===== config.mk =====
export PLATFORM = sky130hd
export DESIGN_NAME = uart_tx_param
export DESIGN_NICKNAME = d
export VERILOG_FILES = /design/src/rtl/uart_tx_param.sv
export SDC_FILE = /design/constraint.sdc
export NUM_CORES = 1
export LEC_CHECK = 0
export CAP_MARGIN = 10
export CORE_UTILIZATION = 55
export CTS_BUF_LIST = sky130_fd_sc_hd__clkbuf_2 sky130_fd_sc_hd__clkbuf_4 sky130_fd_sc_hd__clkbuf_8
export CTS_CLUSTER_SIZE = 30
export DETAILED_ROUTE_END_ITERATION = 7
export DONT_BUFFER_PORTS = 1
export PLACE_DENSITY = 0.72
export SYNTH_ARGS = -nofsm -noshare
export SYNTH_HDL_FRONTEND = slang
export SYNTH_SLANG_ARGS = --single-unit

===== constraint.sdc =====
create_clock -name clk -period 4.65 [get_ports clk]
set_input_delay 0.93 -clock clk [delete_from_list [all_inputs] [get_ports clk]]
set_output_delay 0.93 -clock clk [all_outputs]
set_load 0.02 [all_outputs]

===== src/rtl/uart_tx_param.sv =====
// Parametrised UART transmitter: configurable data width, parity, stop bits and bit period, LSB first.
// Define UART_TX_FIFO_EN to put a 4-entry word FIFO in front of the shifter.
module uart_tx_param #(
    parameter int unsigned CLKS_PER_BIT = 10416,
    parameter int unsigned DATA_BITS    = 8,
    parameter int unsigned PARITY       = 0,
    parameter int unsigned STOP_BITS    = 1
) (
    input  logic                 clk,
    input  logic                 reset,
    input  logic                 start,
    input  logic [DATA_BITS-1:0] tx_data,
    output logic                 tx,
    output logic                 tx_busy,
    output logic                 tx_done,
    output logic                 tx_full
);

    localparam int unsigned CNT_W = (CLKS_PER_BIT > 2) ? $clog2(CLKS_PER_BIT) : 1;
    localparam int unsigned IDX_W = 4;

    localparam logic [CNT_W-1:0] CNT_LAST  = CNT_W'(CLKS_PER_BIT - 1);
    localparam logic [IDX_W-1:0] DATA_LAST = IDX_W'(DATA_BITS - 1);
    localparam logic [IDX_W-1:0] STOP_LAST = IDX_W'(STOP_BITS - 1);

    if (CLKS_PER_BIT < 2) begin : g_chk_clks
        $error("uart_tx_param: CLKS_PER_BIT must be >= 2");
    end
    if (DATA_BITS < 5 || DATA_BITS > 9) begin : g_chk_data
        $error("uart_tx_param: DATA_BITS must be in 5..9");
    end
    if (PARITY > 2) begin : g_chk_parity
        $error("uart_tx_param: PARITY must be 0, 1 or 2");
    end
    if (STOP_BITS < 1 || STOP_BITS > 2) begin : g_chk_stop
        $error("uart_tx_param: STOP_BITS must be 1 or 2");
    end

    typedef enum logic [2:0] {
        S_IDLE,
        S_START,
        S_DATA,
        S_PARITY,
        S_STOP
    } state_t;

    state_t               state;
    logic [CNT_W-1:0]     bit_cnt;
    logic [IDX_W-1:0]     bit_idx;
    logic [DATA_BITS-1:0] shreg;
    logic                 par_q;

    logic                 load;
    logic [DATA_BITS-1:0] load_word;
    logic                 par_calc;
    logic                 bit_end;
    logic                 frame_end;
    logic                 active_next;
    logic                 busy_next;
    logic                 full_next;

    // Frame timing decode shared by the FSM and the word source.
    always_comb begin
        bit_end     = (bit_cnt == CNT_LAST);
        frame_end   = (state == S_STOP) && bit_end && (bit_idx == STOP_LAST);
        active_next = load || ((state != S_IDLE) && !frame_end);
        par_calc    = (PARITY == 1) ? ~^load_word : ^load_word;
    end

`ifdef UART_TX_FIFO_EN
    localparam int unsigned FIFO_DEPTH = 4;
    localparam int unsigned PTR_W      = 2;
    localparam int unsigned FCNT_W     = 3;

    logic [DATA_BITS-1:0] fifo_mem [FIFO_DEPTH];
    logic [PTR_W-1:0]     wr_ptr;
    logic [PTR_W-1:0]     rd_ptr;
    logic [FCNT_W-1:0]    fifo_cnt;
    logic [FCNT_W-1:0]    fifo_cnt_next;
    logic                 push;
    logic                 pop;

    // Pop whenever the shifter is free, including the final stop edge, so frames run gapless.
    always_comb begin
        push          = start && !tx_full;
        pop           = (fifo_cnt != '0) && ((state == S_IDLE) || frame_end);
        fifo_cnt_next = fifo_cnt + FCNT_W'(push) - FCNT_W'(pop);
        load          = pop;
        load_word     = fifo_mem[rd_ptr];
        busy_next     = active_next || (fifo_cnt_next != '0);
        full_next     = (fifo_cnt_next == FCNT_W'(FIFO_DEPTH));
    end

    always_ff @(posedge clk) begin
        if (push) begin
            fifo_mem[wr_ptr] <= tx_data;
        end
    end

    always_ff @(posedge clk) begin
        if (reset) begin
            wr_ptr   <= '0;
            rd_ptr   <= '0;
            fifo_cnt <= '0;
        end else begin
            if (push) begin
                wr_ptr <= wr_ptr + PTR_W'(1);
            end
            if (pop) begin
                rd_ptr <= rd_ptr + PTR_W'(1);
            end
            fifo_cnt <= fifo_cnt_next;
        end
    end
`else
    // Without the FIFO a start is only taken while the line is idle; full simply tracks busy.
    always_comb begin
        load      = (state == S_IDLE) && start && !tx_full;
        load_word = tx_data;
        busy_next = active_next;
        full_next = active_next;
    end
`endif

    // Frame sequencer with registered line and status outputs.
    always_ff @(posedge clk) begin
        if (reset) begin
            state   <= S_IDLE;
            bit_cnt <= '0;
            bit_idx <= '0;
            shreg   <= '0;
            par_q   <= 1'b0;
            tx      <= 1'b1;
            tx_busy <= 1'b0;
            tx_done <= 1'b0;
            tx_full <= 1'b0;
        end else begin
            tx_done <= 1'b0;
            tx_busy <= busy_next;
            tx_full <= full_next;
            case (state)
                S_IDLE: begin
                    tx <= 1'b1;
                    if (load) begin
                        state   <= S_START;
                        tx      <= 1'b0;
                        bit_cnt <= '0;
                        shreg   <= load_word;
                        par_q   <= par_calc;
                    end
                end
                S_START: begin
                    if (bit_end) begin
                        bit_cnt <= '0;
                        bit_idx <= '0;
                        state   <= S_DATA;
                        tx      <= shreg[0];
                    end else begin
                        bit_cnt <= bit_cnt + CNT_W'(1);
                    end
                end
                S_DATA: begin
                    if (bit_end) begin
                        bit_cnt <= '0;
                        if (bit_idx == DATA_LAST) begin
                            bit_idx <= '0;
                            if (PARITY != 0) begin
                                state <= S_PARITY;
                                tx    <= par_q;
                            end else begin
                                state <= S_STOP;
                                tx    <= 1'b1;
                            end
                        end else begin
                            bit_idx <= bit_idx + IDX_W'(1);
                            shreg   <= shreg >> 1;
                            tx      <= shreg[1];
                        end
                    end else begin
                        bit_cnt <= bit_cnt + CNT_W'(1);
                    end
                end
                S_PARITY: begin
                    if (bit_end) begin
                        bit_cnt <= '0;
                        state   <= S_STOP;
                        tx      <= 1'b1;
                    end else begin
                        bit_cnt <= bit_cnt + CNT_W'(1);
                    end
                end
                S_STOP: begin
                    if (bit_end) begin
                        bit_cnt <= '0;
                        if (bit_idx == STOP_LAST) begin
                            bit_idx <= '0;
                            tx_done <= 1'b1;
                            if (load) begin
                                state <= S_START;
                                tx    <= 1'b0;
                                shreg <= load_word;
                                par_q <= par_calc;
                            end else begin
                                state <= S_IDLE;
                                tx    <= 1'b1;
                            end
                        end else begin
                            bit_idx <= bit_idx + IDX_W'(1);
                        end
                    end else begin
                        bit_cnt <= bit_cnt + CNT_W'(1);
                    end
                end
                default: begin
                    state <= S_IDLE;
                    tx    <= 1'b1;
                end
            endcase
        end
    end

endmodule

==> results.json, run 1 <==
{
  "status": "finished clean",
  "cts_root_buf": "clkbuf_4",
  "peakVddDrop_mv": 0.220,
  "fin_crit_sh": 0.555,
  "syn-num-nets": 242,
  "cap_violations": 0,
  "place_congestion": 0.871,
  "nFillCells": 308,
  "rsz0062_at_grt": "no",
  "wire_per_inst_um": 15.5,
  "grt_max_degree": 30,
  "fin_skew_ns": 0.0176,
  "fmax_mhz": 387,
  "wl_met2_mm": 1.85,
  "met3_length_um": 313,
  "worst_slew_pin_slew_ns": 1.25,
  "synthCells": 228,
  "hold_path.class": "flip-flop to flip-flop",
  "cts_tree": "done",
  "area_growth_pct": 2.05,
  "first_pass_iters": 4,
  "relSlewSlack": 0.164,
  "path_cells": "ha_1 > and4_2 > nand4_1 > a211oi_1 > o22ai_1",
  "htree_levels": 2,
  "ys.warnings.count": 0,
  "rows": 20,
  "cts.clk_slew.worst_paths_ns": 0.09,
  "setup_tns_ns": 0,
  "start_kind": "flip-flop",
  "cp.required_ns": 4.88,
  "synthFlopType": "dfxtp_1",
  "grt_overflow": 0,
  "final_common_cell": "dfxtp_1",
  "cellPowerDensity_mw_per_mm2": 317,
  "drt-initial-drc-count": 78,
  "finalCriticalPeriod_ns": 2.58,
  "final_cell_mix": "dfxtp_1 (32), nor2_1 (19), nand2_1 (12), mux2i_1 (12), nand3_1 (12)",
  "dieArea_mm2": 0.00368,
  "track_usage": 0.257,
  "drt-total-wl_mm": 4.08,
  "critical-path-max-stage-delay_ns": 0.76,
  "netlist_area_mm2": 0.00189,
  "postRouteAntennaNets": 0,
  "async_reset_ff_frac": 0,
  "nets": 232,
  "vias_per_cell": 6.54,
  "grt_pass1_wl_mm": 7.02,
  "cts_setup_buffers": 0,
  "setup_viol": 0,
  "die_w_um": 60.6,
  "io_pins": 15,
  "drt-met1-wl_mm": 1.85,
  "hold_buffers": 0,
  "portBuffers": 0,
  "power.total_w": 0.000611,
  "antenna_found_initial": 0,
  "yosysUniqueCellTypes": 51,
  "start_util": 0.600,
  "ys_seq_area_frac": 0.339,
  "drive_gt1_frac": 0.114,
  "coreArea_mm2": 0.00315,
  "ys_ff_latch": 32,
  "top_layer_used": "met4",
  "regArea_um2": 641,
  "r2r_slack_ns": 2.07,
  "synth.avg_cell_area_um2": 8.29,
  "timing.rr.start": "bit_cnt[0]",
  "cp_num_buf_inv": 0,
  "slowest_stage": "nand4_1",
  "rr_endpoint": "bit_idx[3]",
  "clk_latency_ns": 0.36,
  "holdPathStages": 2,
  "drc": 0,
  "min_from": "shreg[7]",
  "crit_arrival_ns": 2.82,
  "die_h_um": 60.6,
  "path_delay_family": "simple AND/OR/NAND/NOR gates",
  "grt_pass1_vias": 1584,
  "path_class": "flip-flop to flip-flop",
  "cp-end-kind": "flip-flop",
  "vias": 1721,
  "hold_end": "shreg[7]",
  "multi_input_area_mm2": 0.00114,
  "final_hold_viol_count": 0,
  "worstRegToRegCells": 5,
  "leakagePower_nw": 0.712,
  "clock_sinks": 32,
  "synth_edf_count": 0,
  "n_antenna_cell": 0,
  "cts_made_buffers": 5,
  "cp_max_fo": 24,
  "maxSlewViolCount": 0,
  "detailed_place_hpwl_mm": 2.83,
  "clockBufferDepth": 2,
  "cts_resized": 0
}
## worst min-delay path, delay by kind of cell (launching register included)
kind	cells	cell delay [ns]
flip-flops	1	0.33
AO/OA/AOI/OAI	2	0.12
## Yosys cell counts (3+ instances only)
cell	count	area (um^2)
dfxtp_1	32	641
nor2_1	19	71.3
mux2i_1	12	120
nand2_1	12	45.0
nand3_1	12	60.1
nand4_1	10	62.6
nor2b_1	10	62.6
clkbuf_1	9	33.8
a21oi_1	8	40.0
a31oi_1	8	50.1
inv_1	8	30.0
mux2_2	7	78.8
buf_2	6	30.0
o22ai_1	6	37.5
o21ai_0	5	25.0
a32oi_1	4	35.0
nor3_1	4	20.0
nor4_1	4	25.0
and3_1	3	18.8
ha_1	3	37.5
nand3b_1	3	22.5
or3_1	3	18.8
or3b_2	3	26.3
or4_1	3	22.5
## final cells by class
type / instances / share of cell area
Multi-Input combinational cell: 171 / 0.589
Tap cell: 44 / 0.0285
Inverter: 8 / 0.0156
Sequential cell: 32 / 0.332
Clock buffer: 8 / 0.0344
## state kept, by name, indices dropped and copies added (netlist names)
name / flops
state: 3
tx: 1
bit_cnt: 14
shreg: 8
tx_full: 1
bit_idx: 4
tx_done: 1
## per-layer routing
layer  track usage  vias up
met3        0.0725        8
met4        0.0942        0
met5             0        -
met2         0.408       70
li1              -      833
met1         0.333      810
## kinds of logic (layout without fill, tap and decap cells)
family,count (synthesis),in the layout,share of synthesized area
buf+inv,25,16,0.0596
compound gates,48,48,0.171
flops,32,32,0.339
mux,19,19,0.105
simple gates,101,101,0.306
fa+ha+maj,3,3,0.0199
## how the worst max path moves through the flow
stage / start / to / depth (start not counted)
2_1_floorplan: reset / bit_idx[2] / 4
3_3_place_gp: bit_cnt[0] / bit_idx[3] / 5
3_5_place_dp: bit_cnt[0] / tx / 5
4_1_cts: bit_cnt[0] / tx / 5
5_1_grt: bit_cnt[0] / bit_idx[3] / 5
6_report: bit_cnt[0] / bit_idx[3] / 5
## through the flow
stage	cell area (um^2)	hold slack [ns]	util	std cells	setup WS, ns
4_1_cts	1930	0.489	0.612	263	2.11
6_report	1930	0.490	0.612	263	2.07
2_1_floorplan	1890	0.432	-	228	2.64
5_1_grt	1930	0.517	0.612	263	1.81
3_3_place_gp	1860	0.476	0.591	255	2.27
3_5_place_dp	1860	0.476	0.591	255	2.12
## report_power, final
| part | switching [W] | internal, W | total (W) |
|---|---|---|---|
| logic | 0.0000629 | 0.0000450 | 0.000108 |
| clock network | 0.0000974 | 0.0000862 | 0.000184 |
| registers | 0.0000263 | 0.000293 | 0.000319 |
| total | 0.000187 | 0.000424 | 0.000611 |
Note: power is estimated with default switching activity, not from simulation.
==> run 2: changes to the inputs <==
- clock period: 4.65 -> 2.43 ns (I/O delays scaled with it)
==> run 2 against run 1 <==
Effect of this change: final area up 1.1%; core utilization up 0.67 points; sequential power up 92%; critical path depth unchanged; sequential share of layout area down 0.36 points; first-iteration DRC count up 54%; critical path type unchanged; die area unchanged; worst hold slack worse by 0.29 ns; largest power group unchanged; cell count up 0.76%; largest cell class unchanged; non-clock buffer count up 3; wire length up 4.6%.
==> results.json, run 2 (synthesis gave the netlist of run 1 again) <==
{
  "nets": 235,
  "top_register": "bit_cnt",
  "fin_skew_ns": 0.0130,
  "cellPowerDensity_mw_per_mm2": 599,
  "wire_per_inst_um": 16.1,
  "drt-total-wl_mm": 4.27,
  "maxSlewViolCount": 0,
  "utilization": 0.619,
  "portBuffers": 0,
  "drc": 0,
  "track_usage": 0.255,
  "pwr-share-clk": 0.295,
  "clockBufferDepth": 2,
  "path_cells": "ha_1 > and4_2 > and4_1 > a21oi_2 > mux2_2",
  "place_congestion": 0.882,
  "cp_num_buf_inv": 0,
  "grt_pass1_wl_mm": 7.09,
  "htree_levels": 2,
  "hold_buffers": 0,
  "path_delay_family": "simple AND/OR/NAND/NOR gates",
  "start_kind": "flip-flop",
  "cts_tree": "done",
  "slowest_stage": "a21oi_2",
  "rsz0062_at_grt": "no",
  "rows": 20,
  "cts_setup_buffers": 0,
  "final_common_cell": "dfxtp_1",
  "postRouteAntennaNets": 0,
  "leakagePower_nw": 0.725,
  "setup_tns_ns": 0,
  "grt_overflow": 0,
  "crit_arrival_ns": 2.37,
  "n_antenna_cell": 0,
  "setup_viol": 0,
  "largest_reg_flops": 14,
  "top_regs": "bit_cnt x14, shreg x8, bit_idx x4",
  "detailed_place_hpwl_mm": 2.98,
  "placed_cell_area_mm2": 0.00189,
  "p_sw_w": 0.000356,
  "vias_per_cell": 6.45,
  "hold_path.class": "primary input to flip-flop",
  "grt_max_degree": 30,
  "die_h_um": 60.6,
  "worst_slew_pin_slew_ns": 0.593,
  "start_util": 0.600,
  "fmax_mhz": 466,
  "clock_sinks": 32,
  "p_seq_frac": 0.524,
  "status": "finished clean",
  "final_hold_viol_count": 0,
  "first_pass_iters": 4,
  "cts.clk_slew.worst_paths_ns": 0.10,
  "antenna_found_initial": 0,
  "switching_share": 0.304,
  "fin_area_mm2": 0.00195,
  "cts_resized": 0,
  "power_frac_comb": 0.181,
  "p_int_w": 0.000814,
  "io_pins": 15,
  "relSlewSlack": 0.604,
  "grt_pass1_vias": 1617,
  "coreArea_mm2": 0.00315,
  "die_w_um": 60.6,
  "critical-path-max-stage-delay_ns": 0.43,
  "cts_made_buffers": 5,
  "cp.required_ns": 2.65,
  "clk_latency_ns": 0.34,
  "cap_violations": 0,
  "cts_root_buf": "clkbuf_4",
  "fin_crit_sh": 0.883,
  "path_class": "flip-flop to flip-flop",
  "finalCriticalPeriod_ns": 2.15,
  "peakVddDrop_mv": 0.446,
  "cp-end-kind": "flip-flop",
  "dieArea_mm2": 0.00368,
  "final_cell_mix": "dfxtp_1 (32), nor2_1 (19), nand2_1 (12), mux2i_1 (12), nand3_1 (12)",
  "drive_gt1_frac": 0.122,
  "area_growth_pct": 3.18,
  "vias": 1709,
  "drt-initial-drc-count": 120,
  "cp_max_fo": 14
}
run 2: cell types whose count changed in the layout (fill, tap and decap cells not counted), sizes merged:
| cell | delta |
|---|---|
| buf | +3 |
| clkbuf | -1 |
run 2: final timing paths:
check / from / endpoint / slack (ns) / depth (start not counted)
setup / recovery: bit_cnt[0] / shreg[0] / 0.28 / 5
hold / removal: reset / bit_cnt[1] / 0.20 / 1
setup reg to reg: bit_cnt[0] / shreg[0] / 0.28 / 5
hold reg to reg: shreg[7] / shreg[7] / 0.51 / 2
run 2: final cells by class:
type	instances	area, um^2
multi-input cells	171	1140
clock buffers	7	65.1
fillers	300	1200
inverters	8	30.0
well taps	44	55.1
repair buffers	3	22.5
flip-flops and latches	32	641
run 2: metal layers:
metal | share of wire | vias up | GRT usage
li1 | - | 847 | -
met1 | 0.47 | 797 | 0.336
met2 | 0.45 | 61 | 0.416
met3 | 0.067 | 4 | 0.0682
met4 | 0.0073 | 0 | 0.0617
met5 | 0 | - | 0
run 2: power groups by stage:
stage | clock [W] | sequential (W) | combinational [W]
2_1_floorplan | 0 | 0.000602 | 0.000191
3_3_place_gp | 0 | 0.000621 | 0.000198
3_5_place_dp | 0 | 0.000623 | 0.000208
4_1_cts | 0.000347 | 0.000611 | 0.000209
5_1_grt | 0.000365 | 0.000617 | 0.000232
6_report | 0.000345 | 0.000612 | 0.000212
run 2: metrics by stage:
step / std cells / setup slack (ns) / total power (W) / hold slack (ns)
after CTS: 265 / 0.298 / 0.00117 / 0.203
final: 265 / 0.285 / 0.00117 / 0.203
after global placement: 258 / 0.390 / 0.000819 / 0.452
after global routing: 265 / 0.118 / 0.00121 / 0.197
after detailed placement: 258 / 0.322 / 0.000831 / 0.494
after floorplan: 228 / 0.452 / 0.000792 / 0.432
==> run 3: changes to the inputs <==
- SETUP_SLACK_MARGIN: not set -> 0.1
==> results of run 3 <==
Same layout as run 2: the final DEF is identical, and so are final timing and power.
==> patch 1, RTL diff (config.mk and constraints of run 2) <==
Add a define of `UART_TX_FIFO_EN`.
--- a/src/rtl/uart_tx_param.sv
+++ b/src/rtl/uart_tx_param.sv
@@ -2,2 +2,4 @@
 // Define UART_TX_FIFO_EN to put a 4-entry word FIFO in front of the shifter.
+`define UART_TX_FIFO_EN
+
 module uart_tx_param #(
Function: changed (Yosys sat finds a counterexample within 4 cycles, from zero or initial values and one cycle with reset high).
==> patch 1 against run 2 <==
Maximum frequency is 12% lower. Utilization up 4.0 points. Largest cell class is now flip-flops and latches. Sequential cell count is 42 higher. Wire length is 50% higher. Setup slack worse by 0.28 ns. Sequential power grew to 2.7 times the old value. Synthesized area grew 79%. Clock power grew to 2.9 times the old value. Design area is 100% higher. Die area up 76%. Power rose to 3.6 times the old value.
==> patch 1: results (changes against run 2) <==
Outcome: complete, no violations (unchanged). The placement-stage worst setup slack came to 0.0264 ns (was 0.322 ns). The destination of the worst register-to-register timing path is tx_full (was shreg[0]).

The worst-case vdd ir drop is 754 uV (was 446 uV). The number of unique standard cell types used by synthesis is 54 (was 51). Registers with the highest flip-flop counts: fifo_mem x32, bit_cnt x14, shreg x8 (was bit_cnt x14, shreg x8, bit_idx x4). The number of post-CTS setup repair buffers came to 0 (unchanged). The largest fanout on the critical path is 3 (was 14).

The clock transition at the register clock pins on the worst setup and hold paths after CTS came out at 0.08 ns (was 0.10 ns). The launching instance or port of the critical path is bit_cnt[9] (was bit_cnt[0]). The CTS root buffer is clkbuf_8 (was clkbuf_4). The fraction of the yosys area taken by sequential cells came out at 53.3% (was 33.9%).

The clock buffer count from CTS came out at 9 (was 5). The maximum frequency from static timing analysis came out at 412 MHz (was 466 MHz). The cell depth of the worst flop-to-flop path was 8 (was 5). The met3 layer wire length in the routed design came out at 233 um (was 286 um).

The number of H-tree levels came out at 3 (was 2). The global-route track usage on met1 came out at 25.1% (was 33.6%). The internal power component came out at 2.75 mW (was 814 uW). The library cell contributing the largest single delay on the critical path is fa_2 (was a21oi_2). The met3 track utilization from global routing is 6.48% (was 6.82%).

The final net count came out at 343 (was 235). The number of DRC markers in iteration 0 came out at 124 (was 120). The number of synthesized flops with an enable pin came out at 32 (was 0). The arrival time at the worst endpoint came out at 2.69 ns (was 2.37 ns).

The leakage power came to 1.32 nW (was 0.725 nW). The overall via count from detail_route is 2,301 (was 1,709). The detailed-route wire length on metal 1 came out at 2.81 mm (was 2.01 mm). The top flip-flop cell by instance count after synthesis is dfxtp_1 (unchanged). The global-route usage over all layers was 22.2% (was 25.5%). The met2 wire length came to 3.24 mm (was 1.94 mm). Commonest cells in the synthesized netlist: 42 x dfxtp_1, 37 x nor2_1, 32 x edfxtp_1 (was 32 x dfxtp_1, 19 x nor2_1, 12 x mux2i_1, 12 x nand2_1, 12 x nand3_1). The total half-perimeter wirelength after legalization and detailed placement came out at 4.39 mm (was 2.98 mm). The total nets after synthesis is 319 (was 242).

The fill cell instance count of the final layout came to 448 (was 300). Top post-synthesis cells by area: edfxtp_1 28%, dfxtp_1 25%, mux4_2 5.3%, nor2_1 4.1%, ha_1 3.0% (was dfxtp_1 34%, mux2i_1 6.4%, mux2_2 4.2%, nor2_1 3.8%, nand4_1 3.3%). The pin count of the biggest net entering global routing came out at 35 (was 30).

The remaining max-slew budget at the tightest pin came out at 61.0% (was 60.4%). The fraction of met2 tracks used by global routing came out at 38.1% (was 41.6%). The final setup skew is 0.00969 ns (was 0.0130 ns). The routability congestion estimate from global placement is 0.778 (was 0.882).

The first-pass GRT wire length came to 10.3 mm (was 7.09 mm). The proportion of layout cells with a drive suffix above 1 came out at 25.0% (was 12.2%). The number of I/O port buffers is 0 (unchanged).
==> patch 1: how the worst min path moves through the flow <==
stage | endpoint | slack, ns | depth (start not counted)
2_1_floorplan | shreg[7] | 0.45 | 2
4_1_cts | rd_ptr[0] | 0.18 | 1
3_3_place_gp | shreg[7] | 0.46 | 2
3_5_place_dp | shreg[7] | 0.47 | 2
6_report | bit_cnt[9] | 0.18 | 1
5_1_grt | bit_cnt[1] | 0.17 | 1
==> patch 1: final cells by class <==
type / count / area [um2] / area share (%)
Sequential cell: 74 / 1810 / 46.4
Timing Repair Buffer: 27 / 203 / 5.20
Clock buffer: 11 / 145 / 3.72
Clock inverter: 5 / 62.6 / 1.60
Tap cell: 75 / 93.8 / 2.41
Multi-Input combinational cell: 202 / 1550 / 39.8
Inverter: 9 / 33.8 / 0.866
==> patch 1: stage by stage <==
stage               area, um2  hold slack [ns]  instances
floorplan                3390            0.450        299
global placement         3590            0.458        384
detailed placement       3590            0.467        384
CTS                      3810            0.177        400
global route             3900            0.166        403
finish                   3900            0.183        403
==> patch 1: kinds of logic (layout without fill, tap and decap cells) <==
| logic type | count (synthesis) | after routing | synth area share [%] |
|---|---|---|---|
| fa+ha+maj | 9 | 9 | 3.55 |
| simple gates | 110 | 110 | 17.6 |
| buf+inv | 23 | 52 | 3.18 |
| compound gates | 52 | 52 | 10.6 |
| xor+xnor | 12 | 12 | 3.11 |
| mux | 19 | 19 | 8.66 |
| flops | 74 | 74 | 53.3 |
==> patch 1: power by group through the flow <==
stage | clock network [mW] | registers, mW | logic [mW]
finish | 0.988 | 1.65 | 1.63
global route | 1.06 | 1.68 | 1.80
CTS | 1.00 | 1.64 | 1.55
detailed placement | 0 | 1.67 | 1.54
global placement | 0 | 1.66 | 1.51
floorplan | 0 | 1.60 | 1.25
==> patch 2, RTL diff (settings of run 2) <==
Without the edit above. One comparison of `bit_idx` changes from == to >=.
--- a/src/rtl/uart_tx_param.sv
+++ b/src/rtl/uart_tx_param.sv
@@ -164,3 +164,3 @@
                         bit_cnt <= '0;
-                        if (bit_idx == DATA_LAST) begin
+                        if (bit_idx >= DATA_LAST) begin
                             bit_idx <= '0;
Check against the original RTL: no difference found for any inputs over 10 cycles, from zero or initial values and one cycle with reset high; that may be too few to reach the edited logic, so the function may still have changed.
==> patch 2 against run 2 <==
Synthesized area is 4.4% higher. Design area increased by 4.7%. Via count is 2.0% lower. Wire length fell by 3.0%. Setup slack better by 0.17 ns. Sequential cell count unchanged. Hold slack gained 0.011 ns. Highest routed layer unchanged.
Power is not compared: it rests on default switching activity, and its combinational part moved more than twofold at a synthesized area within 25%.
==> patch 2: results (changes against run 2) <==
Outcome: complete, no violations (unchanged). The number of global-route vias before repair came to 1,480 (was 1,617). The analysis attributes to net switching a power of just over 500 uW. The aggregate routed wire length came to 4.14 mm (was 4.27 mm). The library cell contributing the largest single delay on the critical path is a211o_1 (was a21oi_2). The maximum clock insertion buffer count came to 2 (unchanged).

The xor/xnor cell area share of the yosys netlist is 1.33% (was 0%). The adder-cell share of the synthesized area was 1.90% (was 1.99%). The combinational group power is approximately 430 uW. The post-route core utilization came out at 60.3% (was 61.9%). The number of warnings reported in the yosys synthesis log is 0 (unchanged).

Commonest cells in the synthesized netlist: 32 x dfxtp_1, 16 x nor2_1, 12 x nand2_1 (was 32 x dfxtp_1, 19 x nor2_1, 12 x mux2i_1, 12 x nand2_1, 12 x nand3_1). The cell count after synthesis is 225 (was 228). Internal power comes to 952 uW. The fraction of the yosys area taken by sequential cells is 32.4% (was 33.9%). The non-clock buffer share of cell area came out at 1.47% (was 1.15%). The cell type group with the largest total delay on the critical path is compound AO/OA/AOI/OAI gates (was simple AND/OR/NAND/NOR gates). The final setup skew is 0.00616 ns (was 0.0130 ns). The number of unique standard cell types used by synthesis is 50 (was 51).

The global-route usage over all layers is 25.1% (was 25.5%). The count of clock buffers in the final design came out at 8 (was 7). The share of the synthesized area in compound gates (AO/OA/AOI/OAI) is 18.1% (was 17.1%). The number of DRC markers in iteration 0 came out at 193 (was 120).

The fill cell instance count of the final layout was 308 (was 300). The number of ordinary and repair buffers in the finished layout was 4 (was 3). The non-filler instance count after layout came out at 268 (was 265). The share of cell area taken by muxes after synthesis came out at 10.9% (was 10.5%). The largest fanout on the critical path came out at 8 (was 14).

The sequential portion of the cell area came out at 31.4% (was 32.8%). The count of sequential standard cells came to 32 (unchanged). The first-pass GRT wire length came out at 7.10 mm (was 7.09 mm). The proportion of layout cells with a drive suffix above 1 is 13.1% (was 12.2%).

The average vias per placed instance was 6.25 (was 6.45). The worst-case register-to-register setup slack is 0.46 ns (was 0.28 ns). The proportion of cell area occupied by multi-input gates came out at 59.6% (was 58.3%). The cell count after placement came out at 260 (was 258).

The routability congestion estimate from global placement is 0.865 (was 0.882). The placement-stage cell area came out at 1980 um2 (was 1890 um2). The slew of the pin with the lowest slew margin was 0.633 ns (was 0.593 ns).

The total half-perimeter wirelength after legalization and detailed placement is 2.87 mm (was 2.98 mm). The pin count of the biggest net entering global routing came out at 33 (was 30). The number of multi-input combinational cells in the layout is 170 (was 171). The arrival time at the worst endpoint is 2.19 ns (was 2.37 ns). The number of H-tree levels came to 2 (unchanged). Top post-synthesis cells by area: dfxtp_1 32%, mux2i_1 5.6%, mux2_4 5.3%, nand4_1 3.5%, nor2b_1 3.5% (was dfxtp_1 34%, mux2i_1 6.4%, mux2_2 4.2%, nor2_1 3.8%, nand4_1 3.3%). The proportion of cell area spent on the clock network came out at 3.25% (was 3.34%). The maximum cell stage delay along the critical path came out at 0.47 ns (was 0.43 ns).
-- patch 2: cell count changes after synthesis, moves of 4 or more --
cell      change
mux2_2        -7
o211ai_1      +4
a32oi_1       -4
o21ai_0       +6
o22ai_1       -4
mux2_4        +7
-- patch 2: path summary, 6_finish.rpt --
kind,start,endpoint,cells after the start
min reg2reg,shreg[7],shreg[7],2
max,tx_full,shreg[2],4
max reg2reg,tx_full,shreg[2],4
min,reset,bit_cnt[6],1
-- patch 2: per-stage QoR --
stage                     hold slack (ns)  worst slack, ns
after floorplan                     0.438            0.630
after global placement              0.455            0.539
after detailed placement            0.466            0.477
after CTS                           0.195            0.466
after global routing                0.193            0.337
final                               0.214            0.458
-- patch 2: routing by layer --
metal / up-vias / share of wire [%] / GRT usage [%]
met3: 4 / 4.6 / 4.76
met1: 787 / 47 / 34.7
li1: 836 / - / -
met2: 48 / 47 / 37.9
met4: 0 / 0.87 / 11.1
met5: - / 0 / 0
